--- src/rtl/qint.sv ---
// QBUS interrupt requester: level-encoded BIRQ drive, DIN/IAK arbitration, vector cycle.
// Define QINT_SYNC_EN to pass RDIN, RIAKI and RIRQ through two-flop synchronizers.
module qint (
    input  logic       qclk,
    input  logic       RINIT,
    input  logic [4:7] intp,
    input  logic       RDIN,
    input  logic [4:7] RIRQ,
    input  logic       RIAKI,
    output logic [4:7] TIRQ,
    output logic       TIAKO,
    input  logic       interrupt_request,
    output logic       assert_vector
);

    typedef enum logic [1:0] {
        IDLE    = 2'd0,
        REQUEST = 2'd1,
        VECTOR  = 2'd2
    } state_t;

    state_t     state;
    logic       pend;
    logic       din_seen;
    logic       elig;
    logic       rdin;
    logic       riaki;
    logic [4:7] rirq;
    logic [1:0] lvl;
    logic [4:7] pat;
    logic       elig_calc;
    logic       elig_eff;

`ifdef QINT_SYNC_EN
    logic [1:0] din_s;
    logic [1:0] iak_s;
    logic [4:7] irq_s1;
    logic [4:7] irq_s2;

    always_ff @(posedge qclk) begin
        if (RINIT) begin
            din_s  <= '0;
            iak_s  <= '0;
            irq_s1 <= '0;
            irq_s2 <= '0;
        end else begin
            din_s  <= {din_s[0], RDIN};
            iak_s  <= {iak_s[0], RIAKI};
            irq_s1 <= RIRQ;
            irq_s2 <= irq_s1;
        end
    end

    assign rdin  = din_s[1];
    assign riaki = iak_s[1];
    assign rirq  = irq_s2;
`else
    assign rdin  = RDIN;
    assign riaki = RIAKI;
    assign rirq  = RIRQ;
`endif

    // Highest selected level wins; no selection falls back to level 4.
    always_comb begin
        lvl = 2'd0;
        if (intp[7])      lvl = 2'd3;
        else if (intp[6]) lvl = 2'd2;
        else if (intp[5]) lvl = 2'd1;
    end

    always_comb begin
        pat       = 4'b1000;
        elig_calc = 1'b1;
        case (lvl)
            2'd0: begin
                pat       = 4'b1000;
                elig_calc = ~|rirq[5:7];
            end
            2'd1: begin
                pat       = 4'b1100;
                elig_calc = ~|rirq[6:7];
            end
            2'd2: begin
                pat       = 4'b1010;
                elig_calc = ~rirq[7];
            end
            default: begin
                pat       = 4'b1011;
                elig_calc = 1'b1;
            end
        endcase
    end

    // Eligibility is frozen on the first DIN sample; before that use the live value.
    assign elig_eff = rdin & (din_seen ? elig : elig_calc);

    always_ff @(posedge qclk) begin
        if (RINIT) begin
            state         <= IDLE;
            pend          <= 1'b0;
            din_seen      <= 1'b0;
            elig          <= 1'b0;
            TIRQ          <= '0;
            TIAKO         <= 1'b0;
            assert_vector <= 1'b0;
        end else begin
            if (!rdin) begin
                din_seen <= 1'b0;
                elig     <= 1'b0;
            end
            case (state)
                IDLE: begin
                    TIAKO         <= riaki;
                    TIRQ          <= '0;
                    assert_vector <= 1'b0;
                    if (interrupt_request) begin
                        state <= REQUEST;
                        TIRQ  <= pat;
                    end
                end
                REQUEST: begin
                    TIRQ <= pat;
                    if (rdin && !din_seen) begin
                        din_seen <= 1'b1;
                        elig     <= elig_calc;
                    end
                    if (riaki && elig_eff) begin
                        state         <= VECTOR;
                        TIRQ          <= '0;
                        TIAKO         <= 1'b0;
                        assert_vector <= 1'b1;
                        pend          <= 1'b0;
                    end else begin
                        TIAKO <= riaki;
                    end
                end
                VECTOR: begin
                    TIAKO    <= 1'b0;
                    TIRQ     <= '0;
                    din_seen <= 1'b0;
                    elig     <= 1'b0;
                    pend     <= pend | interrupt_request;
                    if (!rdin || !riaki) begin
                        assert_vector <= 1'b0;
                        pend          <= 1'b0;
                        if (pend || interrupt_request) begin
                            state <= REQUEST;
                            TIRQ  <= pat;
                        end else begin
                            state <= IDLE;
                        end
                    end
                end
                default: begin
                    state         <= IDLE;
                    TIRQ          <= '0;
                    TIAKO         <= 1'b0;
                    assert_vector <= 1'b0;
                end
            endcase
        end
    end

endmodule

--- config.mk ---
export PLATFORM = sky130hd
export DESIGN_NAME = qint
export DESIGN_NICKNAME = d
export VERILOG_FILES = /design/src/rtl/qint.sv
export SDC_FILE = /design/constraint.sdc
export NUM_CORES = 1
export LEC_CHECK = 0
export ABC_AREA = 1
export CORE_MARGIN = 5
export CORE_UTILIZATION = 47
export CTS_CLUSTER_SIZE = 40
export DETAILED_ROUTE_END_ITERATION = 10
export PLACE_DENSITY = 0.8
export SYNTH_ARGS = -nofsm -noshare
export SYNTH_HDL_FRONTEND = slang
export SYNTH_SLANG_ARGS = --single-unit
--- constraint.sdc ---
create_clock -name qclk -period 2.1 [get_ports qclk]
set_input_delay 0.21 -clock qclk [delete_from_list [all_inputs] [get_ports qclk]]
set_output_delay 0.21 -clock qclk [all_outputs]
set_load 0.05 [all_outputs]
==> results.ini, run 1 <==
[critical_path]
cp_max_fo=2
critPathTopFamily=buffers and inverters
crit_type=flop to primary output
crit_buf_inv=1
rr_worst_depth=8
reg2reg_to=TIRQ[6]
crit_chain=clkdlybuf4s50_1
arrival_ns=1.40
r2r_slack_ns=0.78
crit_required_ns=1.89
slowest_stage=clkdlybuf4s50_1
cp-start-kind=flop
end_kind=primary output
r2r-start=state[0]
crit_path_max_incr_delay_ns=0.80

[floorplanning]
start_util=0.4832
io_pins=19
rows=13
die_w_um=46.12
fp.dieH_um=46.12
core_sq_um=1269
dieArea_sq_um=2127

[worst_hold_path]
hold_path_class=flop to flop
hold_depth=2
min_to=assert_vector
hold_path_startpoint=assert_vector

[power]
intPower_mw=0.5176
switching_share=0.4411
p_sw_mw=0.4085
p_per_area_nw_per_um2=1132
clockPowerShare=0.149
pwr-share-seq=0.317
peakVddDrop_mv=0.8467
power_leakage_nw=0.3805
comb_power_share=0.534

[grt]
track_usage=0.1418
grt-ovfl-total=0
antenna_found_initial=0
first_global_vias=534
grt_max_degree=7
grt_pass1_wl_um=2111

[synthesis]
synth_top_family_by_area=simple AND/OR/NAND/NOR gates
ys_seq_elements=11
yosys.area_share.simple=0.3388
ys.warnings.count=0
synth_adder_area_share=0.08163
synth_compound_area_frac=0.1163
synthMuxAreaShare=0
seq_area_frac_synth=0.3592
syn-cell-area_sq_um=613.1
synth_cell_type_count=18
avgSynthCellArea_sq_um=6.967
synth_nets=105
syn_inst=88
synth-xor-area-share=0

[placement]
placed_area_sq_um=792.0
io_buffer_count=16
hpwl_um=1031
gp_congestion=0.7919

[sta]
drv_slew=0
worst_pin_slew_ns=0.4967
hold_violations=0
max_freq_mhz=620.4
rsz0062_at_grt=no
min_period_ns=1.612
min_period_over_period=0.7675
setup_tns_ns=0
holdWs_ns=0.4884
setup_viol=0
maxSlewHeadroom=0.6678
fin_skew_ns=0.0007739

[detailed_routing]
drc=0
wire_per_inst_um=9.886
vias=591
ant_nets=0
routed_wirelength_um=1216
drt_iter0_drc=10
drt-vias-per-instance=4.805
firstDrtPassIters=4

[clock_network]
cts-root-buf=clkbuf_4
clockBufferDepth=2
cts_hold_buf=0
cts_setup_buffers=0
cts_tree=built
clk_latency_ns=0.26
ctsResizeCount=0
numCtsBuffers=3
cts.sinks=11
clkTransAtPathRegs_ns=0.06
htreeDepth=1

[final_layout]
design_area_sq_um=818.3
regArea_sq_um=220.2
final_net_count=126
drive_above_1_share=0.09259
antenna_cells=0
fill_cells=116
post-route-util=0.6450
area_growth_pct=33.47
multi_input_area_sq_um=329.1

[flow_run]
maxCapViolations=0

[run_status]
status=finished clean

==> cell usage after synthesis, drive strengths merged <==
master,instances,share of area
nor3,2,0.016
nand3,5,0.057
nand2,22,0.15
o22ai,1,0.010
inv,17,0.10
a211oi,1,0.012
nand4,3,0.041
nor2,12,0.073
a21oi,5,0.047
dfxtp,11,0.36
ha,4,0.082
o21ai,5,0.047
==> final cells by class <==
| type | count | area share |
|---|---|---|
| clock buffers | 4 | 0.03211 |
| inverters | 17 | 0.07798 |
| multi-input cells | 60 | 0.4021 |
| flip-flops and latches | 11 | 0.2691 |
| well taps | 15 | 0.02294 |
| repair buffers | 16 | 0.1957 |
==> metrics by stage <==
stage               worst slack (ns)  power, mW  std cells
floorplan                     0.9260     0.6610         88
global placement              0.5280     0.7806        119
detailed placement            0.4879     0.7936        119
CTS                           0.4763     0.9359        123
global route                  0.4284      1.010        123
finish                        0.4882     0.9262        123
==> cells in the final DEF (no fill, tap or decap), types with 2 or more instances in the layout <==
cell type         n
nand4_1           2
nand2_1          20
a21oi_1           4
dfxtp_1          11
clkbuf_4          3
o21ai_0           4
inv_1            17
nand3_1           3
nor3_1            2
clkdlybuf4s50_1  16
nand3_2           2
ha_1              4
nor2_1           12
==> layer usage <==
layer / vias to the layer above / global-route usage / wire length [um]
met5: - / 0 / 0
met4: 0 / 0.06250 / 12
met3: 2 / 0.05859 / 79
met2: 10 / 0.2390 / 603
met1: 262 / 0.1533 / 521
li1: 317 / - / -
==> cells by family after synthesis <==
kind of cell,count (synthesis)
adders and majority gates,4
DFF,11
and+or+nand+nor,44
AOI/OAI and AO/OA,12
buffers and inverters,17
==> worst max-delay path by stage <==
stage / end / slack, ns / cells after the start / startpoint
after floorplan: TIRQ[6] / 0.93 / 8 / state[0]
after CTS: assert_vector / 0.48 / 1 / assert_vector
after detailed placement: TIRQ[6] / 0.49 / 9 / intp[6]
final: assert_vector / 0.49 / 1 / assert_vector
after global routing: assert_vector / 0.43 / 1 / assert_vector
after global placement: TIRQ[6] / 0.53 / 9 / intp[6]
==> state kept, by name, summed over array words and instances (netlist names) <==
register	count
pend	1
elig	1
assert_vector	1
state	2
TIAKO	1
din_seen	1
TIRQ	4
==> power by group through the flow <==
stage	Clock, mW	Combinational, mW	Sequential [mW]
after CTS	0.145	0.497	0.294
after floorplan	0	0.273	0.388
after global placement	0	0.486	0.295
final	0.138	0.494	0.294
after global routing	0.158	0.552	0.301
after detailed placement	0	0.494	0.299
No activity file was read; power rests on OpenSTA's default activity.
==> run 2: changes to the inputs <==
Settings changed: CORE_UTILIZATION 47 to 39, PLACE_DENSITY 0.8 to 0.71.
Clock period 2.1 ns to 1.3 ns, I/O delays scaled along.
==> results.ini, run 2 (same netlist as run 1, synthesis figures left out) <==
[sta]
setup_viol=0  ; unchanged
maxSlewHeadroom=0.8628  ; +0.1950
min_period_over_period=0.9345
min_period_ns=1.215
hold_violations=0  ; unchanged
max_freq_mhz=823.2
drv_slew=0  ; unchanged
fin_skew_ns=0.001072  ; +0.0002977 ns
worst_pin_slew_ns=0.2036  ; -0.2931 ns
rsz0062_at_grt=yes
holdWs_ns=0.4308  ; -0.05761 ns
setup_tns_ns=0  ; unchanged

[floorplanning]
core_sq_um=1506  ; +19%
start_util=0.4070  ; -0.07626
dieArea_sq_um=2465  ; +16%
io_pins=19  ; unchanged
die_w_um=49.65  ; +7.7%
fp.dieH_um=49.65  ; +7.7%
rows=14  ; +1

[detailed_routing]
drc=0  ; unchanged
routed_wirelength_um=1298  ; +6.7%
drt-vias-per-instance=4.779  ; -0.55%
firstDrtPassIters=5  ; +1
vias=626  ; +5.9%
ant_nets=0  ; unchanged
drt_iter0_drc=6  ; -4
wire_per_inst_um=9.908  ; +0.22%

[grt]
antenna_found_initial=0  ; unchanged
track_usage=0.1132  ; -0.02860
grt-ovfl-total=0  ; unchanged
grt_max_degree=7  ; unchanged
first_global_vias=580  ; +8.6%
grt_pass1_wl_um=2221  ; +5.2%

[critical_path]
crit_type=flop to flop
arrival_ns=1.43  ; +0.03 ns
end_kind=flop
cp_max_fo=4  ; +2
cp-start-kind=flop
crit_required_ns=1.51  ; -0.38 ns

[final_layout]
multi_input_area_sq_um=340.3  ; +3.4%
antenna_cells=0  ; unchanged
largest_register_ffs=4  ; unchanged
layout_common_cells=nand2_1 (20), inv_1 (16), nor2_1 (11)
fill_cells=126  ; +8.6%
post-route-util=0.6271  ; -0.01789
area_growth_pct=54.08
final_net_count=133  ; +5.6%
drive_above_1_share=0.2522  ; +0.1596
regArea_sq_um=221.5  ; +0.57%
mostFrequentLayoutCell=nand2_1
top_register=TIRQ
largestRegisters=TIRQ: 4 flops, state: 2 flops

[power]
peakVddDrop_mv=0.8483  ; +0.19%
p_per_area_nw_per_um2=1766  ; +56%
power_leakage_nw=0.4399  ; +16%

[placement]
gp_congestion=0.7613  ; -3.9%
hpwl_um=1081  ; +4.9%
io_buffer_count=16  ; unchanged

[flow_run]
maxCapViolations=0  ; unchanged

[clock_network]
htreeDepth=1  ; unchanged
clockBufferDepth=2  ; unchanged
cts_tree=built
cts_setup_buffers=0  ; unchanged
clk_latency_ns=0.27  ; about the same
cts-root-buf=clkbuf_4
cts.sinks=11  ; unchanged
clkTransAtPathRegs_ns=0.07  ; about the same
numCtsBuffers=3  ; unchanged

[worst_hold_path]
hold_path_class=input pin to flop

[run_status]
status=finished clean

[run 2: cell types whose count changed in the layout (fill, tap and decap cells not counted), moves of 2 or more]
cell             previous run  this run
ha_2                        0         2
o21ai_0                     4         2
ha_1                        4         2
buf_4                       0         7
clkdlybuf4s50_1            16        10
buf_12                      0         6
[run 2: path summary, 6_finish.rpt]
kind            start  endpoint  slack [ns]  cells past startpoint
max          state[0]   TIRQ[7]        0.09                      8
max reg2reg  state[0]   TIRQ[7]        0.09                      8
min reg2reg  din_seen  din_seen        0.50                      2
min             RINIT      elig        0.43                      2
[run 2: what timing repair did]
action / 4_1_cts / 5_1_grt
resized for setup: 3 / 5
setup endpoints to repair: 5 / 7
hold buffers: 0 / 0
[run 2: report_power, final]
group | internal (mW) | switching (mW) | leakage [nW]
clock network | 0.119 | 0.118 | 0.0150
logic | 0.411 | 0.512 | 0.334
registers | 0.430 | 0.0779 | 0.0905
[run 2: cell type report]
cell class | count | share of cell area
tap | 16 | 0.02119
timing repair buffer | 23 | 0.2887
multi-input combinational | 60 | 0.3603
clock buffer | 4 | 0.02781
sequential | 11 | 0.2344
inverter | 17 | 0.06755
[run 2: per-stage QoR]
stage / setup slack [ns] / cell area [sq um] / power, mW / instances
6_report: 0.08520 / 944.7 / 1.669 / 131
5_1_grt: -0.01353 / 944.7 / 1.800 / 131
4_1_cts: 0.03325 / 933.4 / 1.655 / 131
3_5_place_dp: -0.1624 / 905.9 / 1.411 / 127
3_3_place_gp: -0.1366 / 905.9 / 1.406 / 127
2_1_floorplan: 0.1260 / 613.1 / 1.068 / 88
[run 2: worst max-delay path, cell delays in order (launching register included)]
cell and delay (ns):
dfxtp_2 0.34, inv_1 0.08, ha_2 0.20, o21ai_2 0.08, o21ai_1 0.13, inv_1 0.07, nand2_2 0.06, nand3_2 0.09
nor2_1 0.10
[run 2: metal layers]
metal	GRT usage	vias up	wire [um]
met3	0.02711	2	65
met5	0	-	0
met4	0.08297	0	19
li1	-	335	-
met1	0.1364	271	561
met2	0.1716	18	651
==> run 3: changes to the inputs <==
Settings changed: GPL_TIMING_DRIVEN set to 0, HOLD_SLACK_MARGIN set to 0.03.
==> results.ini, run 3 (same netlist as run 1, synthesis figures left out) <==
[grt]
grt-ovfl-total=0  ; unchanged
track_usage=0.1006  ; -0.01268
antenna_found_initial=0  ; unchanged
grt_max_degree=7  ; unchanged
first_global_vias=491  ; -15%
grt_pass1_wl_um=1959  ; -12%

[clock_network]
clkTransAtPathRegs_ns=0.06  ; about the same
cts_tree=built
numCtsBuffers=3  ; unchanged
clockBufferDepth=2  ; unchanged
cts.sinks=11  ; unchanged
cts-root-buf=clkbuf_4
clk_latency_ns=0.26  ; about the same
htreeDepth=1  ; unchanged

[sta]
max_freq_mhz=806.3  ; -2.1%
maxSlewHeadroom=0.6759  ; -0.1869
hold_violations=0  ; unchanged
min_period_over_period=0.9540  ; +0.01959
worst_pin_slew_ns=0.4880  ; +0.2844 ns
fin_skew_ns=0.006944  ; +0.005872 ns
setup_tns_ns=0  ; unchanged
rsz0062_at_grt=yes
setup_viol=0  ; unchanged
min_period_ns=1.240  ; +0.02547 ns
holdWs_ns=0.2087  ; -0.2220 ns
drv_slew=0  ; unchanged

[critical_path]
slowest_stage=dlygate4sd2_1
end_kind=primary output
crit_required_ns=1.17  ; -0.34 ns
critPathTopFamily=buffers and inverters
cp-start-kind=flop
cp_max_fo=2  ; -2
crit_path_max_incr_delay_ns=0.53  ; +0.19 ns
crit_chain=dlygate4sd2_1
crit_type=flop to primary output
arrival_ns=1.11  ; -0.32 ns
crit_buf_inv=1  ; -1

[final_layout]
drive_above_1_share=0.1927  ; -0.05951
area_growth_pct=39.59
layout_common_cells=nand2_1 (20), inv_1 (15), nor2_1 (11)
antenna_cells=0  ; unchanged
top_register=TIRQ
final_net_count=127  ; -4.5%
largestRegisters=TIRQ: 4 flops, state: 2 flops
post-route-util=0.5681  ; -0.05897
mostFrequentLayoutCell=nand2_1
largest_register_ffs=4  ; unchanged
fin_cells=125  ; -4.6%
design_area_sq_um=855.8  ; -9.4%

[placement]
io_buffer_count=16  ; unchanged
post-place-cells=120  ; -5.5%
hpwl_um=998.1  ; -7.7%
gp_congestion=0.7717  ; +1.4%
placed_area_sq_um=793.3  ; -12%

[power]
switching_share=0.4556  ; +0.03142
intPower_mw=0.8516  ; -11%
pwr-share-seq=0.313  ; +0.008
p_per_area_nw_per_um2=1828  ; +3.5%
peakVddDrop_mv=0.9499  ; +12%
clockPowerShare=0.143  ; about the same
comb_power_share=0.544  ; -0.009
p_sw_mw=0.7129  ; +0.71%
power_leakage_nw=0.4198  ; -4.6%

[detailed_routing]
ant_nets=0  ; unchanged
drc=0  ; unchanged
vias=601  ; -4.0%
drt_iter0_drc=14  ; +8
firstDrtPassIters=4  ; -1
routed_wirelength_um=1285  ; -1.0%
drt-vias-per-instance=4.808  ; +0.61%
wire_per_inst_um=10.28  ; +3.8%

[floorplanning]
fp.dieH_um=49.65  ; unchanged
rows=14  ; unchanged
io_pins=19  ; unchanged
start_util=0.4070  ; unchanged
die_w_um=49.65  ; unchanged
core_sq_um=1506  ; unchanged
dieArea_sq_um=2465  ; unchanged

[run_status]
status=finished clean

[flow_run]
maxCapViolations=0  ; unchanged

[worst_hold_path]
hold_path_class=input pin to flop

[run 3: cell count changes in the layout (fill, tap and decap cells not counted), sizes merged]
| cell | delta |
|---|---|
| dlygate4sd2 | +6 |
| buf | -12 |
| dlymetal6s2s | +1 |
| clkdlybuf4s50 | -1 |
[run 3: final timing paths]
kind	start	to	slack (ns)	cells after the start
setup / recovery	assert_vector	assert_vector	0.06	1
setup reg to reg	state[0]	state[0]	0.09	8
hold / removal	intp[7]	TIRQ[7]	0.21	3
hold reg to reg	assert_vector	assert_vector	0.47	2
[run 3: area by class of cell]
cell class / instances / area, sq um
clock buffers: 4 / 26.28
well taps: 16 / 20.02
flip-flops and latches: 11 / 222.7
fillers: 141 / 650.6
repair buffers: 17 / 162.7
multi-input cells: 60 / 360.3
inverters: 17 / 63.81
[run 3: power by group through the flow]
stage | registers, mW | clock network (mW) | logic [mW]
detailed placement | 0.477 | 0 | 0.813
global placement | 0.476 | 0 | 0.788
CTS | 0.468 | 0.235 | 0.789
finish | 0.490 | 0.223 | 0.851
global route | 0.501 | 0.255 | 0.949
floorplan | 0.626 | 0 | 0.442
[run 3: worst min-delay path: stages]
cell            delay [ns]
dlymetal6s2s_1        0.16
inv_1                 0.09
nor2_1                0.04
[run 3: routing by layer]
layer | wire, um | vias up | track usage
li1 | - | 325 | -
met1 | 550 | 265 | 0.1172
met2 | 644 | 11 | 0.1653
met3 | 90 | 0 | 0.05422
met4 | 0 | 0 | 0.01310
met5 | 0 | - | 0
[run 3: timing repair]
item	in CTS	in global routing
gates resized for setup	7	15
setup endpoints to repair	10	8
pin swaps	0	3
hold buffers	0	0
setup buffers	0	1
endpoints found under the hold margin	0	0
[run 3: stage by stage]
stage               worst slack, ns  power [mW]
CTS                        0.003146       1.492
floorplan                    0.1260       1.068
global route               -0.02519       1.705
detailed placement          -0.2135       1.290
global placement            -0.2056       1.264
finish                      0.05974       1.564
